===== src/rtl/sm83_hram_target.sv =====
// sm83_hram_target: 127x8 high RAM at FF80-FFFE on the SM83 T-phase bus.
// A read is latched at the end of t1, RAM is read at the end of t3 and
// rdata is driven through t4. A write commits wdata at the end of t4.
// The end of t4 always returns the block to IDLE with outputs released.
// Optional build macro: SM83_HRAM_CHECK_EN adds a sticky bus protocol
// checker on err; without it err is tied low and no checker exists.
module sm83_hram_target (
    input  logic        clk,
    input  logic        reset_n,
    input  logic        t1,
    input  logic        t2,
    input  logic        t3,
    input  logic        t4,
    input  logic [15:0] addr,
    input  logic        rd,
    input  logic        wr,
    input  logic [7:0]  wdata,
    output logic [7:0]  rdata,
    output logic        rdata_oe,
    output logic        hit,
    output logic        err
);

    typedef enum logic [2:0] {
        IDLE    = 3'd0,
        RD_ADDR = 3'd1,
        RD_DATA = 3'd2,
        WR_ADDR = 3'd3,
        WR_WAIT = 3'd4
    } state_e;

    state_e      state_q, state_d;
    logic [6:0]  idx_q, idx_d;
    logic        hit_q, hit_d;
    logic [7:0]  rdata_q, rdata_d;
    logic        oe_q, oe_d;
    logic [1:0]  sync_q;
    logic        ready;
    logic        addr_hit;
    logic        ram_we;
    logic [7:0]  mem [0:126];

    // Window FF80-FFFE; FFFF (IE register) belongs to someone else.
    assign addr_hit = (addr[15:7] == 9'h1FF) && (addr[6:0] != 7'h7F);
    assign ready    = sync_q[1];

    // Reset release synchroniser: two clean clocks before the FSM may start.
    always_ff @(posedge clk or negedge reset_n) begin
        if (!reset_n) sync_q <= 2'b00;
        else          sync_q <= {sync_q[0], 1'b1};
    end

    // FSM state and output registers.
    always_ff @(posedge clk or negedge reset_n) begin
        if (!reset_n) begin
            state_q <= IDLE;
            idx_q   <= 7'd0;
            hit_q   <= 1'b0;
            rdata_q <= 8'hFF;
            oe_q    <= 1'b0;
        end else begin
            state_q <= state_d;
            idx_q   <= idx_d;
            hit_q   <= hit_d;
            rdata_q <= rdata_d;
            oe_q    <= oe_d;
        end
    end

    // Next-state: t4 ends every M-cycle; other strobes only advance the
    // state that expects them and are otherwise ignored.
    always_comb begin
        state_d = state_q;
        idx_d   = idx_q;
        hit_d   = hit_q;
        rdata_d = rdata_q;
        oe_d    = oe_q;
        ram_we  = 1'b0;
        if (t4) begin
            state_d = IDLE;
            oe_d    = 1'b0;
            rdata_d = 8'hFF;
            hit_d   = 1'b0;
            ram_we  = (state_q == WR_WAIT);
        end else begin
            case (state_q)
                IDLE: begin
                    if (t1 && ready) begin
                        idx_d = addr[6:0];
                        hit_d = addr_hit && (rd || wr);
                        // rd wins when both strobes are set
                        if (addr_hit && rd)      state_d = RD_ADDR;
                        else if (addr_hit && wr) state_d = WR_ADDR;
                    end
                end
                RD_ADDR: if (t2) state_d = RD_DATA;
                RD_DATA: begin
                    if (t3) begin
                        rdata_d = mem[idx_q];
                        oe_d    = 1'b1;
                    end
                end
                WR_ADDR: if (t2) state_d = WR_WAIT;
                WR_WAIT: ;
                default: state_d = IDLE;
            endcase
        end
    end

    // RAM array: never reset; a reset before the t4 edge clears WR_WAIT
    // and so suppresses the pending write.
    always_ff @(posedge clk) begin
        if (ram_we) mem[idx_q] <= wdata;
    end

    assign rdata    = rdata_q;
    assign rdata_oe = oe_q;
    assign hit      = hit_q;

`ifdef SM83_HRAM_CHECK_EN
    logic [15:0] addr_lat_q;
    logic [1:0]  rw_prev_q;
    logic        t4_prev_q;
    logic        err_q;
    logic [3:0]  strobes;
    logic        viol;

    // Any protocol rule broken on this edge.
    always_comb begin
        strobes = {t1, t2, t3, t4};
        viol    = 1'b0;
        if ((strobes == 4'd0) || ((strobes & (strobes - 4'd1)) != 4'd0)) viol = 1'b1;
        if (t1 && rd && wr) viol = 1'b1;
        if (hit_q && t3 && (addr != addr_lat_q)) viol = 1'b1;
        if (!t4_prev_q && ({rd, wr} != rw_prev_q)) viol = 1'b1;
    end

    // Checker history and sticky error flag.
    always_ff @(posedge clk or negedge reset_n) begin
        if (!reset_n) begin
            addr_lat_q <= 16'd0;
            rw_prev_q  <= 2'b00;
            t4_prev_q  <= 1'b1;
            err_q      <= 1'b0;
        end else begin
            if (t1 && !t4 && (state_q == IDLE) && ready) addr_lat_q <= addr;
            rw_prev_q <= {rd, wr};
            t4_prev_q <= t4;
            if (viol) err_q <= 1'b1;
        end
    end

    assign err = err_q;
`else
    assign err = 1'b0;
`endif

endmodule


===== config.mk =====
export PLATFORM = sky130hd
export DESIGN_NAME = sm83_hram_target
export DESIGN_NICKNAME = d
export VERILOG_FILES = /design/src/rtl/sm83_hram_target.sv
export SDC_FILE = /design/constraint.sdc
export NUM_CORES = 1
export LEC_CHECK = 0
export ABC_AREA = 1
export BUFFER_PORTS_ARGS = -buffer_cell sky130_fd_sc_hd__buf_2
export CORE_UTILIZATION = 35
export DETAILED_ROUTE_END_ITERATION = 7
export SLEW_MARGIN = 20
export SYNTH_ARGS = -nofsm -noshare
export SYNTH_HDL_FRONTEND = slang
export SYNTH_SLANG_ARGS = --single-unit

===== constraint.sdc =====
create_clock -name clk -period 2.4 [get_ports clk]
set_input_delay 0.48 -clock clk [delete_from_list [all_inputs] [get_ports clk]]
set_output_delay 0.48 -clock clk [all_outputs]
set_load 0.01 [all_outputs]

==> results of run 1 <==
## flip-flops by register name (all words and copies together), names as in the netlist
| name | flops |
|---|---|
| hit | 1 |
| rdata | 8 |
| idx_q | 7 |
| rdata_oe | 1 |
| sync_q | 2 |
| state_q | 3 |
| mem | 1016 |
## kinds of logic (layout without fill, tap and decap cells)
| kind of cell | Yosys count | in the layout | share of synthesized area |
|---|---|---|---|
| DFF | 1038 | 1038 | 0.6913 |
| muxes | 1 | 1 | 0.0002505 |
| AOI/OAI and AO/OA | 37 | 37 | 0.004677 |
| other | 2 | 2 | 0.0001671 |
| and+or+nand+nor | 2737 | 2737 | 0.2384 |
| buffers and inverters | 677 | 1015 | 0.06525 |
## worst reg2reg max path: stages, from the launching register on
cell and delay [ps]:
dfrtp_4 500, buf_12 170, buf_8 160, buf_12 150, or2_2 290, nand3_1 100
nand2_1 90, nor2_2 160, nor2_1 60, nor2_1 170, nand2_1 130, nand2_1 100
nand3_1 110, nor2_1 120, nor2_1 50
## per-layer routing
layer / up-vias / global-route usage / wire, um
li1: 14800 / - / -
met1: 14700 / 0.2535 / 53000
met2: 1063 / 0.2855 / 55120
met3: 191 / 0.02793 / 8952
met4: 0 / 0.05490 / 3156
met5: - / 0 / 0
## cell type report
cell class              instances  area [um2]  share of cell area
well taps                    1662        2079             0.03916
flip-flops and latches       1038       31080              0.5853
repair inverters                1       16.27           0.0003063
inverters                     468        1785             0.03363
clock buffers                 127        2753             0.05184
multi-input cells            2777       11220              0.2112
repair buffers                354        3576             0.06735
clock inverters                65       593.1             0.01117
## worst paths after layout
path / cells past startpoint / to
worst min register to register: 0 / sync_q[1]$_DFF_PN0_
max in group asynchronous: 2 / idx_q[0]$_DFFE_PN0P_
worst min-delay path: 2 / hit$_DFFE_PN0P_
worst max-delay path: 14 / rdata[1]$_DFFE_PN1P_
worst max register to register: 14 / rdata[1]$_DFFE_PN1P_
min in group asynchronous: 2 / idx_q[1]$_DFFE_PN0P_
## cell usage in the layout, fill, tap and decap left out, types with 9 or more instances in the layout
cell          n
nand2_1    2054
edfxtp_1   1016
inv_1       464
nor2_1      335
nand3_1     240
buf_4       237
clkbuf_16   113
buf_12       52
buf_2        33
clkinv_1     24
or2_2        23
clkbuf_1     20
nor2_2       19
nand2_2      19
clkinv_2     19
or2_1        18
buf_6        13
dfrtp_1      11
nand3_2      10
o21ai_0       9
bufinv_16     9
## what timing repair did
action / in CTS / in global routing
setup endpoints to repair: 8 / 8
hold buffers: 1 / 0
gates cloned: 1 / 8
hold endpoints to repair: 14 / 0
resized for setup: 25 / 79
setup buffers: 1 / 13
pin swaps: 1 / 20
## power by group
group          internal, mW  leakage (nW)  switching (mW)
logic                  3.18          11.6            6.66
clock network          9.14          1.63            6.99
registers              20.0          9.38           0.115
## Yosys cell counts (all sizes together)
| cell type | instances |
|---|---|
| nor2 | 360 |
| o21ai | 22 |
| conb | 2 |
| nand2 | 2077 |
| a21boi | 1 |
| dfrtp | 14 |
| nand3 | 251 |
| buf | 133 |
| o211ai | 8 |
| a21oi | 5 |
| inv | 468 |
| or2 | 41 |
| nor3 | 1 |
| o21a | 1 |
| clkbuf | 76 |
| nand4 | 6 |
| dfstp | 8 |
| nor4 | 1 |
| mux2 | 1 |
| edfxtp | 1016 |
## metrics by stage
step	setup TNS (ps)	util	area [um2]	setup WS, ps
6_report	0	0.4164	53100	15.48
2_1_floorplan	0	-	44950	213.3
4_1_cts	-10.16	0.4119	52530	-10.16
3_3_place_gp	-1274	0.3848	49070	-314.5
3_5_place_dp	-1338	0.3848	49070	-315.9
5_1_grt	-238.8	0.4164	53100	-29.21
==> flow_summary.toml, run 1 <==
[yosys]
syn_area_per_cell_um2 = 10.01
yosysSeqAreaShare = 0.6913
synth_area_leaders = "edfxtp_1, nand2_1, inv_1"
synth_seq_cells = 1038
synthCells = 4492
yosysWarnings = 0
synth_top_area_share = 0.6788
synth_fp_nets = 4524
synth_top_area_cell = "edfxtp_1"
ys_types = 27
synth_area_um2 = 44950

[power_and_ir_drop]
vdd_drop_max_mv = 0.5876
power_mw = 46.03
p_leak_nw = 22.57
power_density_nw_per_um2 = 866.9

[critical_path]
cp_data_required_time_ps = 3040
path_buf_inv = 3
regToRegStartpoint = "idx_q[0]$_DFFE_PN0P_"
cpMostUsedCell = "nor2_1"
crit_path_start = "idx_q[0]$_DFFE_PN0P_"
cp.arrival_ps = 3020
critical-path-top-delay-family = "simple AND/OR/NAND/NOR gates"
start_kind = "flip-flop"
endpoint_kind = "flip-flop"
worstPathCellList = "buf_12, buf_8, buf_12, or2_2, nand3_1, nand2_1, nor2_2, nor2_1, nor2_1, nand2_1, nand2_1, nand3_1, nor2_1, nor2_1"
worstSetupPathType = "flip-flop to flip-flop"
slowest_delay_ps = 500
critPathSlowestCell = "dfrtp_4"
path_max_fanout = 15
r2r_setup_slack_ps = 20

[worst_hold_path]
hold_path_startpoint = "t4"
hp-class = "input pin to flip-flop"

[clock_tree]
ctsHtreeMaxLevel = 3
path_clk_slew_ps = 60
insertion_delay_ps = 710
numClockSinks = 1038
cts_buffers = 106
tritoncts = "done"
cts_buffer_depth = 3
cts_root_buf = "clkbuf_16"

[global_route]
grt_max_degree = 65
grt.overflow.total = 0
antenna_found_initial = 2
grt_pass1_wl_mm = 178.9
first_global_vias = 29530
track_usage = 0.1800

[floorplanning]
ioPinCount = 43
core-area_um2 = 127500
dieArea_um2 = 129900
start_util = 0.3525
dieWidth_um = 360.4
num_rows = 131
die_y_um = 360.4

[layout]
fin_nets = 4778
instances_no_fill = 6492
diodes = 0
area_delta_synth_final_pct = 18.14
layout-drive-gt1-share = 0.1263
n_fill_cell = 12180

[sta]
setup_violations = 0
max_clock_freq_ghz = 0.4194
skew_ps = 44.53
whs_ps = 35.86
slew_headroom = 0.5700
finalMaxSlewViolations = 0
period_share = 0.9936
fin_crit_ps = 2385
hold_viol_final = 0
worst_slew_pin_slew_ps = 644.3

[detailed_routing]
via_count = 30760
firstDrtPassIters = 6
wire_per_inst_um = 18.52
drc = 0
via_per_inst = 4.738
ant_nets = 0
drt_iter0_markers = 2899
routed_wl_mm = 120.2

[place]
gp_congestion = 0.8654
place.port_buffers = 41
hpwl_mm = 72.95
dp_cells = 6276

[flow_run]
drv_cap = 0

[outcome]
status = "finished clean"
Power figures use the tool's default switching activity.
==> run 2, diff against run 1 <==
- CORE_UTILIZATION: 35 -> 40
==> run 2 against run 1 <==
  * The run now ends with setup timing left
  * Clock skew decreased by 20 ps
  * Clock power about the same
  * Setup slack got worse by 47 ps
  * Total power decreased by 0.60%
  * Sequential power about the same
  * Worst hold slack improved by 42 ps
  * Via count decreased by 0.17%
  * Global-route usage increased by 3.1 points
  * Count of clock-buffer cells in the layout increased by 7
  * Sequential share of layout area increased by 0.75 points
  * Utilization increased by 5.6 points
  * Fmax decreased by 1.9%
  * Critical endpoint is now rdata[6]$_DFFE_PN1P_
==> flow_summary.toml, run 2 (synthesized netlist as in run 1, its figures left out) <==
[outcome]
status = "finished with violations"
violations = "setup timing"

[detailed_routing]
firstDrtPassIters = 6
drt_iter0_markers = 2886
via_count = 30710
ant_nets = 0
top_layer_used = "met5"
wire_per_inst_um = 19.08
drt-met1-wl_mm = 53.83
routed_wl_mm = 120.2
wl_met2_mm = 54.75
via_per_inst = 4.874
met3_length_mm = 8.781
drc = 0

[power_and_ir_drop]
p_int_mw = 32.39
comb_power_share = 0.203
swShare = 0.2922
p_leak_nw = 22.41
power.share.sequential = 0.439
power_mw = 45.75
power_density_nw_per_um2 = 872.8
vdd_drop_max_mv = 0.5512
switchingPower_mw = 13.37
pwr-share-clk = 0.358

[sta]
skew_ps = 24.22
slew_headroom = 0.5008
finalMaxSlewViolations = 0
worst_slew_pin_slew_ps = 748.7
period_share = 1.013
fin_tns_setup_ps = -45.82
fin_crit_ps = 2431
hold_viol_final = 0
whs_ps = 78.17
max_clock_freq_ghz = 0.4113
final.setup.worst_slack_ps = -31.37
setup_violations = 2
rsz0062_at_grt = "yes"

[layout]
regMostFlops = "mem"
final_cell_mix = "nand2_1, edfxtp_1, inv_1"
area_delta_synth_final_pct = 16.64
finish.utilization = 0.4724
largest_reg_flops = 1016
fin_nets = 4757
final_common_cell = "nand2_1"
instances_no_fill = 6300
layout-drive-gt1-share = 0.1135

[clock_tree]
insertion_delay_ps = 680
ctsHtreeMaxLevel = 3
path_clk_slew_ps = 60
numClockSinks = 1038
cts_buffer_depth = 3
tritoncts = "done"
cts_buffers = 105
cts_root_buf = "clkbuf_16"

[critical_path]
reg2reg_depth = 15
critical-path-top-delay-family = "simple AND/OR/NAND/NOR gates"
cp_data_required_time_ps = 3000
cpMostUsedCell = "nor2_1"
cp.arrival_ps = 3040
critPathSlowestCell = "dfrtp_4"
endpoint_kind = "flip-flop"
start_kind = "flip-flop"
worstPathCellList = "buf_12, buf_12, buf_6, nor2_1, nor2_1, nand2_1, nand2_1, nor2_2, nor2_1, nor2_2, nand2_1, nand2_1, nand3_1, nor2_1, nor2_1"
slowest_delay_ps = 590
r2r_setup_slack_ps = -30
crit-reg2reg-capture = "rdata[6]$_DFFE_PN1P_"
regToRegStartpoint = "idx_q[0]$_DFFE_PN0P_"
path_buf_inv = 3
path_max_fanout = 56
worstSetupPathType = "flip-flop to flip-flop"

[place]
hpwl_mm = 75.35
place.port_buffers = 41
dp_cells = 6096
gp_congestion = 0.8534

[flow_run]
drv_cap = 0

[global_route]
grt_pass1_wl_mm = 180.9
grt_max_degree = 78
track_usage = 0.2113
first_global_vias = 29420
antenna_found_initial = 7
grt.overflow.total = 0

[floorplanning]
dieWidth_um = 337.2
ioPinCount = 43
start_util = 0.4050
die_y_um = 337.2
num_rows = 122
core-area_um2 = 111000
dieArea_um2 = 113700

[worst_hold_path]
hp-class = "input pin to flip-flop"
hold_path_depth = 3
hold-path-endpoint = "idx_q[6]$_DFFE_PN0P_"
hold_path_startpoint = "addr[6]"
run 2: cell count changes in the layout (fill, tap and decap cells not counted), moves of 6 or more:
| cell | previous run | this run |
|---|---|---|
| clkinv_1 | 24 | 18 |
| o21ai_2 | 8 | 0 |
| nand2_2 | 19 | 1 |
| nand3_2 | 10 | 2 |
| nand2_1 | 2054 | 2076 |
| nor2_1 | 335 | 341 |
| nand3_1 | 240 | 249 |
| clkinvlp_4 | 4 | 10 |
| buf_6 | 13 | 4 |
| o21ai_0 | 9 | 19 |
run 2: power groups by stage:
stage | combinational, mW | clock (mW) | sequential (mW)
after global routing | 10.2 | 17.3 | 20.1
final | 9.28 | 16.4 | 20.1
after global placement | 8.87 | 0 | 20.5
after detailed placement | 8.90 | 0 | 20.5
after floorplan | 5.44 | 0 | 20.4
after CTS | 9.11 | 16.7 | 20.1
run 2: worst max path at each step:
| stage | slack [ps] | startpoint | end | cells after the start |
|---|---|---|---|---|
| finish | -30 | idx_q[0]$_DFFE_PN0P_ | rdata[6]$_DFFE_PN1P_ | 15 |
| floorplan | 210 | idx_q[1]$_DFFE_PN0P_ | mem[32][0]$_DFFE_PP_ | 7 |
| CTS | 0.6 | idx_q[0]$_DFFE_PN0P_ | rdata[6]$_DFFE_PN1P_ | 15 |
| global route | -120 | idx_q[0]$_DFFE_PN0P_ | rdata[7]$_DFFE_PN1P_ | 13 |
| global placement | -170 | idx_q[0]$_DFFE_PN0P_ | rdata[7]$_DFFE_PN1P_ | 13 |
| detailed placement | -190 | idx_q[0]$_DFFE_PN0P_ | rdata[7]$_DFFE_PN1P_ | 13 |
run 2: through the flow:
| step | area (um2) | worst slack (ps) |
|---|---|---|
| after floorplan | 44950 | 213.3 |
| after global placement | 48700 | -171.4 |
| after detailed placement | 48700 | -188.7 |
| after CTS | 52280 | 0.5642 |
| after global routing | 52420 | -115.2 |
| final | 52420 | -31.37 |
run 2: routing by layer:
layer | GRT usage | vias up
met4 | 0.05890 | 6
met3 | 0.03740 | 168
met1 | 0.3011 | 14730
met5 | 0 | -
met2 | 0.3312 | 1028
li1 | - | 14780
run 2: area by class of cell:
cell class	count	area, um2
fill	10210	58550
sequential	1038	31080
multi-input combinational	2777	11020
timing repair buffer	335	3251
clock buffer	134	2820
tap	1488	1862
inverter	468	1775
clock inverter	59	616.8
antenna	1	2.502
run 2: worst reg2reg max path, delay by kind of cell (launching register included):
family | cells | cell delay [ps]
simple gates | 12 | 1150
flops | 1 | 590
buf+inv | 3 | 620
run 2: repair_timing:
item,CTS,global route
gates cloned,2,2
buffers inserted,3,1
endpoints found under the hold margin,15,0
pin swaps,0,4
setup endpoints to repair,11,102
resized for setup,10,22
hold buffers,2,0
